File: src/rtl/adc128s022_pkg.sv
// adc128s022_pkg
//   Constants and state encoding shared by the ADC128S022 emulator and the
//   ADC master that talks to it. A frame is 16 SCLK cycles: 4 leading zeros
//   then 12 data bits MSB first on DOUT, and a 3-bit channel address on DIN
//   captured on rising edges 3, 4 and 5.
package adc128s022_pkg;

    localparam int FRAME_BITS      = 16;
    localparam int LEAD_ZEROS      = 4;
    localparam int ADDR_RISE_FIRST = 3;
    localparam int ADDR_W          = 3;
    localparam int DATA_W          = 12;

    // IDLE while chip select is high, ACTIVE while a frame is in progress.
    typedef logic [0:0] emu_state_t;
    localparam emu_state_t ST_IDLE   = 1'b0;
    localparam emu_state_t ST_ACTIVE = 1'b1;

endpackage

File: src/rtl/adc_emu_sync.sv
// adc_emu_sync
//   Brings one asynchronous pin into the clk domain through a STAGES-deep
//   flop chain and flags its edges against a registered copy of the
//   synchronised level. Edge flags are high for exactly one clk.
// Ports:
//   clk, rstn  system clock, synchronous active-low reset
//   d          raw pin
//   q          synchronised level
//   rise, fall single-clk edge flags on q
// Parameters:
//   STAGES     synchroniser depth, must be at least 2
//   RESET_VAL  idle level of the pin, so leaving reset creates no edge
module adc_emu_sync #(
    parameter int   STAGES    = 2,
    parameter logic RESET_VAL = 1'b0
) (
    input  logic clk,
    input  logic rstn,
    input  logic d,
    output logic q,
    output logic rise,
    output logic fall
);

    logic [STAGES-1:0] sync_r;
    logic              prev_r;

    always_ff @(posedge clk) begin
        if (!rstn) begin
            sync_r <= {STAGES{RESET_VAL}};
            prev_r <= RESET_VAL;
        end else begin
            sync_r <= {sync_r[STAGES-2:0], d};
            prev_r <= sync_r[STAGES-1];
        end
    end

    assign q    = sync_r[STAGES-1];
    assign rise = sync_r[STAGES-1] & ~prev_r;
    assign fall = ~sync_r[STAGES-1] & prev_r;

endmodule

File: src/rtl/adc128s022_emu.sv
// adc128s022_emu
//   SPI responder emulating an ADC128S022 (8 channels, 12 bits) for
//   hardware-in-loop and self-test of the current/voltage sense path.
//   Samples come from an 8x12 bank written through ch_wr. All pins are
//   oversampled in the clk domain; nothing is clocked by SCLK.
// Ports:
//   clk, rstn            system clock, synchronous active-low reset
//   ch_wr/ch_sel/ch_data single-clk bank write strobe, entry, value; no backpressure
//   adc_sclk/adc_css/adc_din  SPI pins from the master (SCLK idles high, CS active-low)
//   adc_dout             serial data to the master
//   frame_done           one-clk pulse when a full 16-bit frame completes
//   conv_ch/conv_data    channel and sample carried by the completed frame
//   state_dbg            current FSM state (ST_IDLE / ST_ACTIVE)
// Configuration:
//   ADC_EMU_RAMP_EN      when defined, each completed frame adds RAMP_STEP to
//                        the converted bank entry (a host write the same clk wins)
// Timing: pin actions land SYNC_STAGES+1 clks after the pin edge, so the SCLK
//   half-period must be at least SYNC_STAGES+2 clks.
module adc128s022_emu
    import adc128s022_pkg::*;
#(
    parameter int                 SYNC_STAGES = 2,
    parameter logic [ADDR_W-1:0]  RESET_CH    = 3'd0,
    parameter logic [DATA_W-1:0]  RAMP_STEP   = 12'd1
) (
    input  logic              clk,
    input  logic              rstn,
    input  logic              ch_wr,
    input  logic [ADDR_W-1:0] ch_sel,
    input  logic [DATA_W-1:0] ch_data,
    input  logic              adc_sclk,
    input  logic              adc_css,
    input  logic              adc_din,
    output logic              adc_dout,
    output logic              frame_done,
    output logic [ADDR_W-1:0] conv_ch,
    output logic [DATA_W-1:0] conv_data,
    output emu_state_t        state_dbg
);

    localparam int CNT_W = $clog2(FRAME_BITS);

    logic sclk_q, sclk_rise, sclk_fall;
    logic css_q, css_rise, css_fall;
    logic din_q, din_rise, din_fall;

    adc_emu_sync #(.STAGES(SYNC_STAGES), .RESET_VAL(1'b1)) u_sync_sclk (
        .clk(clk), .rstn(rstn), .d(adc_sclk), .q(sclk_q), .rise(sclk_rise), .fall(sclk_fall)
    );
    adc_emu_sync #(.STAGES(SYNC_STAGES), .RESET_VAL(1'b1)) u_sync_css (
        .clk(clk), .rstn(rstn), .d(adc_css), .q(css_q), .rise(css_rise), .fall(css_fall)
    );
    adc_emu_sync #(.STAGES(SYNC_STAGES), .RESET_VAL(1'b0)) u_sync_din (
        .clk(clk), .rstn(rstn), .d(adc_din), .q(din_q), .rise(din_rise), .fall(din_fall)
    );

    // Levels and edges that the protocol does not need.
    logic unused_sync;
    assign unused_sync = &{1'b0, sclk_q, css_rise, din_rise, din_fall};

    logic [DATA_W-1:0]     bank [8];
    emu_state_t            state;
    logic [ADDR_W-1:0]     next_ch;
    logic [ADDR_W-1:0]     cur_ch;
    logic [ADDR_W-1:0]     addr_sh;
    logic [CNT_W-1:0]      bit_cnt;
    logic [FRAME_BITS-1:0] shreg;
    logic [DATA_W-1:0]     snap;

    // Sample bank. With the ramp enabled the converted entry advances one
    // clk after frame_done; the host write is ordered last so it wins.
    always_ff @(posedge clk) begin
        if (!rstn) begin
            for (int i = 0; i < 8; i++) bank[i] <= '0;
        end else begin
`ifdef ADC_EMU_RAMP_EN
            if (frame_done) bank[conv_ch] <= bank[conv_ch] + RAMP_STEP;
`endif
            if (ch_wr) bank[ch_sel] <= ch_data;
        end
    end

    // Frame engine. snap holds the 12-bit value loaded at frame start so the
    // reported conv_data does not depend on how far shreg has shifted, and
    // bank writes during a frame never reach the value in flight.
    always_ff @(posedge clk) begin
        if (!rstn) begin
            state      <= ST_IDLE;
            next_ch    <= RESET_CH;
            cur_ch     <= '0;
            addr_sh    <= '0;
            bit_cnt    <= '0;
            shreg      <= '0;
            snap       <= '0;
            adc_dout   <= 1'b0;
            frame_done <= 1'b0;
            conv_ch    <= '0;
            conv_data  <= '0;
        end else begin
            frame_done <= 1'b0;
            case (state)
                ST_IDLE: begin
                    if (css_fall) begin
                        state    <= ST_ACTIVE;
                        shreg    <= {{LEAD_ZEROS{1'b0}}, bank[next_ch]};
                        snap     <= bank[next_ch];
                        cur_ch   <= next_ch;
                        bit_cnt  <= '0;
                        adc_dout <= 1'b0;
                    end
                end
                default: begin
                    if (css_q) begin
                        // Abort: partial address is dropped, next_ch untouched.
                        state    <= ST_IDLE;
                        bit_cnt  <= '0;
                        adc_dout <= 1'b0;
                    end else begin
                        if (sclk_fall) begin
                            shreg    <= {shreg[FRAME_BITS-2:0], 1'b0};
                            adc_dout <= shreg[FRAME_BITS-2];
                        end
                        if (sclk_rise) begin
                            bit_cnt <= bit_cnt + CNT_W'(1);
                            // Rises ADDR_RISE_FIRST.. shift DIN in MSB first.
                            if (bit_cnt >= CNT_W'(ADDR_RISE_FIRST - 1) &&
                                bit_cnt <  CNT_W'(ADDR_RISE_FIRST - 1 + ADDR_W))
                                addr_sh <= {addr_sh[ADDR_W-2:0], din_q};
                            if (bit_cnt == CNT_W'(FRAME_BITS - 1)) begin
                                // Last rise: report, commit the address and
                                // preload the next frame for back-to-back use.
                                next_ch    <= addr_sh;
                                frame_done <= 1'b1;
                                conv_ch    <= cur_ch;
                                conv_data  <= snap;
                                shreg      <= {{LEAD_ZEROS{1'b0}}, bank[addr_sh]};
                                snap       <= bank[addr_sh];
                                cur_ch     <= addr_sh;
                                adc_dout   <= 1'b0;
                            end
                        end
                    end
                end
            endcase
        end
    end

    assign state_dbg = state;

endmodule

File: config.mk
export PLATFORM = sky130hd
export DESIGN_NAME = adc128s022_emu
export DESIGN_NICKNAME = d
export VERILOG_FILES = /design/src/rtl/adc128s022_pkg.sv /design/src/rtl/adc_emu_sync.sv /design/src/rtl/adc128s022_emu.sv
export SDC_FILE = /design/constraint.sdc
export NUM_CORES = 1
export LEC_CHECK = 0
export ABC_AREA = 1
export BUFFER_PORTS_ARGS = -buffer_cell sky130_fd_sc_hd__buf_2
export CORE_ASPECT_RATIO = 1.75
export CORE_MARGIN = 2
export CORE_UTILIZATION = 60
export CTS_BUF_LIST = sky130_fd_sc_hd__clkbuf_16
export DETAILED_ROUTE_END_ITERATION = 10
export PLACE_DENSITY = 0.87
export SLEW_MARGIN = 5
export SYNTH_ARGS = -nofsm -noshare
export SYNTH_HDL_FRONTEND = slang
export SYNTH_SLANG_ARGS = --single-unit
File: constraint.sdc
create_clock -name clk -period 2.3 [get_ports clk]
set_clock_uncertainty 0.15 [all_clocks]
set_input_delay 0.23 -clock clk [delete_from_list [all_inputs] [get_ports clk]]
set_output_delay 0.23 -clock clk [all_outputs]
set_load 0.05 [all_outputs]
=== Word level (Yosys, flattened, before mapping) ===
Memory sizes are Yosys's and may differ from the RTL's. A register that Yosys moved wholly into a read port is not among the register bits.
Index checks and enable logic that the tools add are counted.

* Add/subtract/negate cells: 1
* Magnitude comparators: 2
* Equality and inequality tests: 5
* Mux-type cells: 41
* Bitwise operators: 9
* Reductions and logical operators: 9

{| class="wikitable"
|+ Operator list
! operator !! number
|-
| 16-bit two-way mux || 6
|-
| 12-bit two-way mux || 6
|-
| 3-bit two-way mux || 10
|-
| 4-bit two-way mux || 4
|-
| 1-bit two-way mux || 15
|-
| 4-bit AND reduction || 3
|-
| 12-bit OR reduction || 1
|-
| 1-bit inverter || 6
|-
| 4-bit by 1-bit adder with 4-bit output (second input constant) || 1
|-
| 4-bit == test (second input constant) || 1
|-
| 4-bit by 2-bit greater-or-equal comparator with 1-bit output (second input constant) || 1
|-
| 4-bit by 3-bit < comparator with 1-bit output (second input constant) || 1
|-
| 2-bit != test (second input constant) || 2
|-
| 2-bit AND reduction || 2
|-
| 4-bit OR reduction || 1
|-
| 1-bit AND || 3
|-
| 3-bit by 2-bit != test with 1-bit output (second input constant) || 1
|-
| 2-bit by 1-bit != test with 1-bit output (second input constant) || 1
|-
| 2-bit nonzero test || 1
|-
| 1-bit logical AND || 1
|}

* Bits in registers: 67
* Bits in writable memories: 96
* Bits of input ports: 21
* Output and inout port bits: 18
* Word-level logic and storage cells: 84
* Memories kept: 1

{| class="wikitable"
|+ Memory list
! memory !! words !! bits a word !! read ports !! clocked after Yosys merged registers in !! write ports !! RTL line !! RTL
|-
| bank || 8 || 12 || 2 || 2 || 8 || adc128s022_emu.sv:61 || <nowiki>logic [DATA_W-1:0] bank [8];</nowiki>
|}

=== Longest topological paths before layout ===
* Depth in word-level cells: 7
* Mapped depth: 10
* Depth with buffers taken out: 9

=== Hierarchy ===
Synthesis repeated with hierarchy kept, for this count alone.

* Cell total of the unflattened synthesis: 1051
* Area, all modules: 8421.8 µm²

{| class="wikitable"
|+ By module, submodules not included
! module !! times used !! cells an instance !! area each (µm²) !! sequential area each (µm²)
|-
| adc128s022_emu || 1 || 1014 || 8134.1 || 4164.0
|-
| adc_emu_sync (u_sync_css ...) || 2 || 12 || 93.8 || 60.1
|-
| adc_emu_sync (u_sync_din) || 1 || 13 || 100.1 || 60.1
|}

=== Worst setup path before layout ===
OpenSTA, ideal clock, no wires.

* Path kind: reg2reg
* From: register state (netlist: state_dbg)
* To: register shreg[11]
* Setup time: 111 ps
* Data arrival time: 1527 ps
* Data required time: 2039 ps
* Setup slack: 512 ps
* Stages on the path, launching flop included: 9
* Path buffers: 1
* Period minus slack after synthesis: 1788 ps
* Cells stage by stage: dfxtp_1 > o21ai_4 > nor2_2 > buf_4 > nand2_1 > a21oi_1 > nand2_1 > nand2_1 > nor2_1

* Word-level cells in the longest chain between the ends: 2
* Elaborated cells on any way between the ends: 4
* Classes of those cells: eq/ne (1); mux (1); reduce/logical (2)

{| class="wikitable"
|+ RTL lines
! item !! RTL line !! RTL
|-
| from (decl) || adc128s022_emu.sv:62 || <nowiki>emu_state_t state;</nowiki>
|-
| from (signal assigned) || adc128s022_emu.sv:88 || <nowiki>state <= ST_IDLE;</nowiki>
|-
| from (signal assigned) || adc128s022_emu.sv:104 || <nowiki>state <= ST_ACTIVE;</nowiki>
|-
| from (signal assigned) || adc128s022_emu.sv:115 || <nowiki>state <= ST_IDLE;</nowiki>
|-
| 2-bit != test (no source line) or 2-bit nonzero test (tied branches) || n/a ||
|-
| 2-bit AND reduction (no source line) || n/a ||
|-
| to (signal assigned) || adc128s022_emu.sv:105 || <nowiki>shreg <= {{LEAD_ZEROS{1'b0}}, bank[next_ch]};</nowiki>
|-
| to (signal assigned) || adc128s022_emu.sv:120 || <nowiki>shreg <= {shreg[FRAME_BITS-2:0], 1'b0};</nowiki>
|-
| to (signal assigned) || adc128s022_emu.sv:136 || <nowiki>shreg <= {{LEAD_ZEROS{1'b0}}, bank[addr_sh]};</nowiki>
|-
| to (decl) || adc128s022_emu.sv:67 || <nowiki>logic [FRAME_BITS-1:0] shreg;</nowiki>
|}

Several ways; a longest one is shown, not always the timed one.
A chain may end at the register's enable or synchronous reset.

=== Final worst setup path ===
* From: register bit_cnt[1]
* To: register shreg[12]

* Word-level cells in the longest chain between the ends: 5

{| class="wikitable"
|+ RTL lines
! item !! RTL line !! RTL
|-
| from (decl) || adc128s022_emu.sv:66 || <nowiki>logic [CNT_W-1:0] bit_cnt;</nowiki>
|-
| from (signal assigned) || adc128s022_emu.sv:124 || <nowiki>bit_cnt <= bit_cnt + CNT_W'(1);</nowiki>
|-
| 4-bit == test || adc128s022_emu.sv:129 || <nowiki>if (bit_cnt == CNT_W'(FRAME_BITS - 1)) begin</nowiki>
|-
| 16-bit two-way mux || adc128s022_emu.sv:129 ||
|-
| 16-bit two-way mux || adc128s022_emu.sv:123 || <nowiki>if (sclk_rise) begin</nowiki>
|-
| 16-bit two-way mux || adc128s022_emu.sv:113 || <nowiki>if (css_q) begin</nowiki>
|-
| 16-bit two-way mux || adc128s022_emu.sv:101 || <nowiki>case (state)</nowiki>
|}

Every way passes these cells. The select of a mux whose other input is x is not followed.

==> results.py <==
metrics = {
    "cts": {
        "postCtsSetupRepairBufs": 0,
        "cts_tree": "yes",
        "clock_path_buffers": 2,
        "cts_root_buffer": "clkbuf_16",
        "clk-insertion-delay-late_ns": 0.43,
        "clk_pin_slew_worst_paths_ns": 0.07,
        "htreeDepth": 4,
        "numCtsBuffers": 17,
        "clkSinkCount": 168,
    },
    "hold_path": {
        "hold_start": "ch_data[7]",
        "whs_endpoint": "bank[7][7]$_SDFFCE_PN0P_",
        "min_path_type": "primary input to flip-flop",
        "hold_depth": 3,
    },
    "pwr": {
        "ir_drop_uv": 507,
        "powerDensity_nw_per_um2": 700,
        "p_total_mw": 6.46,
        "p_leak_nw": 3.77,
    },
    "setup_path": {
        "cp.arrival_ns": 2.15,
        "worst-setup-path-type": "flip-flop to flip-flop",
        "rr_worst_depth": 9,
        "rr_startpoint": "bit_cnt[1]$_SDFFE_PN0P_",
        "end_kind": "flip-flop",
        "reg2reg_slack_ns": 0.29,
        "crit_fanout": 39,
        "crit_path_start_kind": "flip-flop",
        "worstPathRequired_ns": 2.44,
        "r2r_end": "shreg[12]$_SDFFE_PN0P_",
    },
    "detailed_routing": {
        "drc": 0,
        "wl_per_cell_um": 16.4,
        "drt-total-wl_um": 20500,
        "viasPerCell": 5.81,
        "postRouteAntennaNets": 0,
        "vias": 7285,
        "drtIter0Drc": 718,
        "dr.pass1.iters": 6,
    },
    "logic_synthesis": {
        "synth_seq_cells": 168,
        "muxShareOfSynthArea": 0,
        "yosysWarnings": 0,
        "synth_cell_types": 28,
        "syn_area_um2": 8280,
        "synth_nets": 1067,
        "synth_top_family_by_area": "simple AND/OR/NAND/NOR gates",
        "seq_area_frac_synth": 0.522,
        "synthAdderAreaFrac": 0.00454,
        "syn_avg_cell_area_um2": 7.94,
        "syn-instance-count": 1043,
        "synthSimpleGateAreaFrac": 0.232,
        "synthXorXnorAreaFrac": 0.00106,
        "synth_compound_area_frac": 0.141,
    },
    "global_routing": {
        "grt_max_degree": 48,
        "global_route.peak_usage_layer": "met2",
        "antenna_found_initial": 0,
        "grt_use_met1": 0.310,
        "grt_pass1_vias": 7119,
        "grt_use_met2": 0.512,
        "grtUsageMet3": 0.0502,
        "grtUsageTotal": 0.284,
        "gr-total-overflow": 0,
        "grt_pass1_wl_um": 33400,
    },
    "run_status": {
        "outcome": "completed",
    },
    "placement": {
        "dpl.hpwl_um": 14200,
        "routabilityCongestion": 0.856,
        "placed_area_um2": 8660,
        "io_buffers": 38,
    },
    "die": {
        "rows": 56,
        "start_util": 0.615,
        "die_h_um": 159,
        "die_area_um2": 14800,
        "core_area_um2": 13500,
        "die_w_um": 92.8,
        "io_pins": 39,
    },
    "layout": {
        "layout_common_cells": "176 x nand2_1, 164 x nor2_1, 130 x inv_1",
        "drive_above_1_share": 0.110,
        "fin_nets": 1091,
        "final_common_cell": "nand2_1",
        "fin_area_um2": 9240,
        "syn_to_final_growth_pct": 11.6,
        "antenna_cells": 0,
        "fillers": 1080,
        "utilization": 0.687,
    },
    "sta": {
        "slew_headroom": 0.605,
        "finalHoldViolCount": 0,
        "worst_slew_pin_slew_ns": 0.591,
        "period_needed_ns": 2.01,
        "slew_viol_final": 0,
        "setup-tns-final_ns": 0,
        "max_freq_mhz": 497,
        "hold_ws_ns": 0.0842,
        "setup_viol": 0,
        "rsz0062_at_grt": "false",
        "period_share": 0.875,
    },
    "run": {
        "maxCapViolCount": 0,
    },
}
[metal layers]
layer / share of wire / up-vias
met5: 0 / -
met2: 0.52 / 370
met4: 0.061 / 0
li1: - / 3469
met1: 0.35 / 3336
met3: 0.070 / 110
[cells by family after synthesis]
kind of cell	Yosys count
AND/OR/NAND/NOR	465
flip-flops	168
buffers and inverters	201
AO/OA/AOI/OAI	205
XOR/XNOR	1
adder cells (fa/ha/maj)	3
[cell usage after synthesis, drive strengths merged]
cell	n	area (µm²)
nand2	177	664
nor2	167	639
inv	135	507
nand3	111	561
edfxtp	96	2880
a21oi	93	469
dfxtp	72	1440
o21ai	63	327
o211ai	45	338
buf	42	223
clkbuf	24	90.1
or2	5	31.3
nor3	4	20.0
a211oi	3	22.5
ha	3	37.5
nand4	1	6.26
o2111ai	1	8.76
xor2	1	8.76
[worst max path at each step]
stage	endpoint	startpoint
after floorplan	shreg[11]$_SDFFE_PN0P_	state_dbg$_SDFF_PN0_
after global placement	flip-flop	bit_cnt[1]$_SDFFE_PN0P_
after detailed placement	flip-flop	bit_cnt[1]$_SDFFE_PN0P_
after CTS	next_ch[2]$_SDFFE_PN0P_	bit_cnt[1]$_SDFFE_PN0P_
after global routing	snap[10]$_SDFFE_PN0P_	bit_cnt[1]$_SDFFE_PN0P_
final	shreg[12]$_SDFFE_PN0P_	bit_cnt[1]$_SDFFE_PN0P_
[per-stage QoR]
stage | std cells | setup slack, ns
2_1_floorplan | 1043 | 0.512
4_1_cts | 1254 | 0.164
3_3_place_gp | 1219 | 0.235
5_1_grt | 1254 | 0.163
3_5_place_dp | 1219 | 0.168
6_report | 1254 | 0.287
[layout make-up]
class	count	area [µm²]	area share
Inverter	135	507	0.0548
Clock buffer	17	425	0.0460
Clock inverter	15	119	0.0129
Timing Repair Buffer	71	508	0.0550
Multi-Input combinational cell	674	3140	0.339
Sequential cell	168	4330	0.468
Tap cell	174	218	0.0236
[what timing repair did]
item	4_1_cts	5_1_grt
setup endpoints to repair	0	4
resized for setup	0	1
hold buffers	3	0
endpoints found under the hold margin	3	0
[worst max-delay path: stages (launching register included)]
cell      delay (ns)
dfxtp_1         0.40
ha_1            0.22
nand3_1         0.10
nor2_2          0.26
inv_2           0.09
a21oi_2         0.18
buf_12          0.22
inv_2           0.08
nand2_1         0.10
a211oi_1        0.06
[registers in the layout, indices dropped and copies added (netlist names), 3 cells and up, named ones only]
register   flops
bit_cnt        4
bank          96
conv_data     12
conv_ch        3
next_ch        3
shreg         15
cur_ch         3
snap          12
addr_sh        3
[report_power, final]
part / switching (mW) / internal [mW]
sequential: 0.0611 / 3.31
combinational: 0.294 / 0.124
clock: 1.27 / 1.41
(Power assumes the default switching activity.)
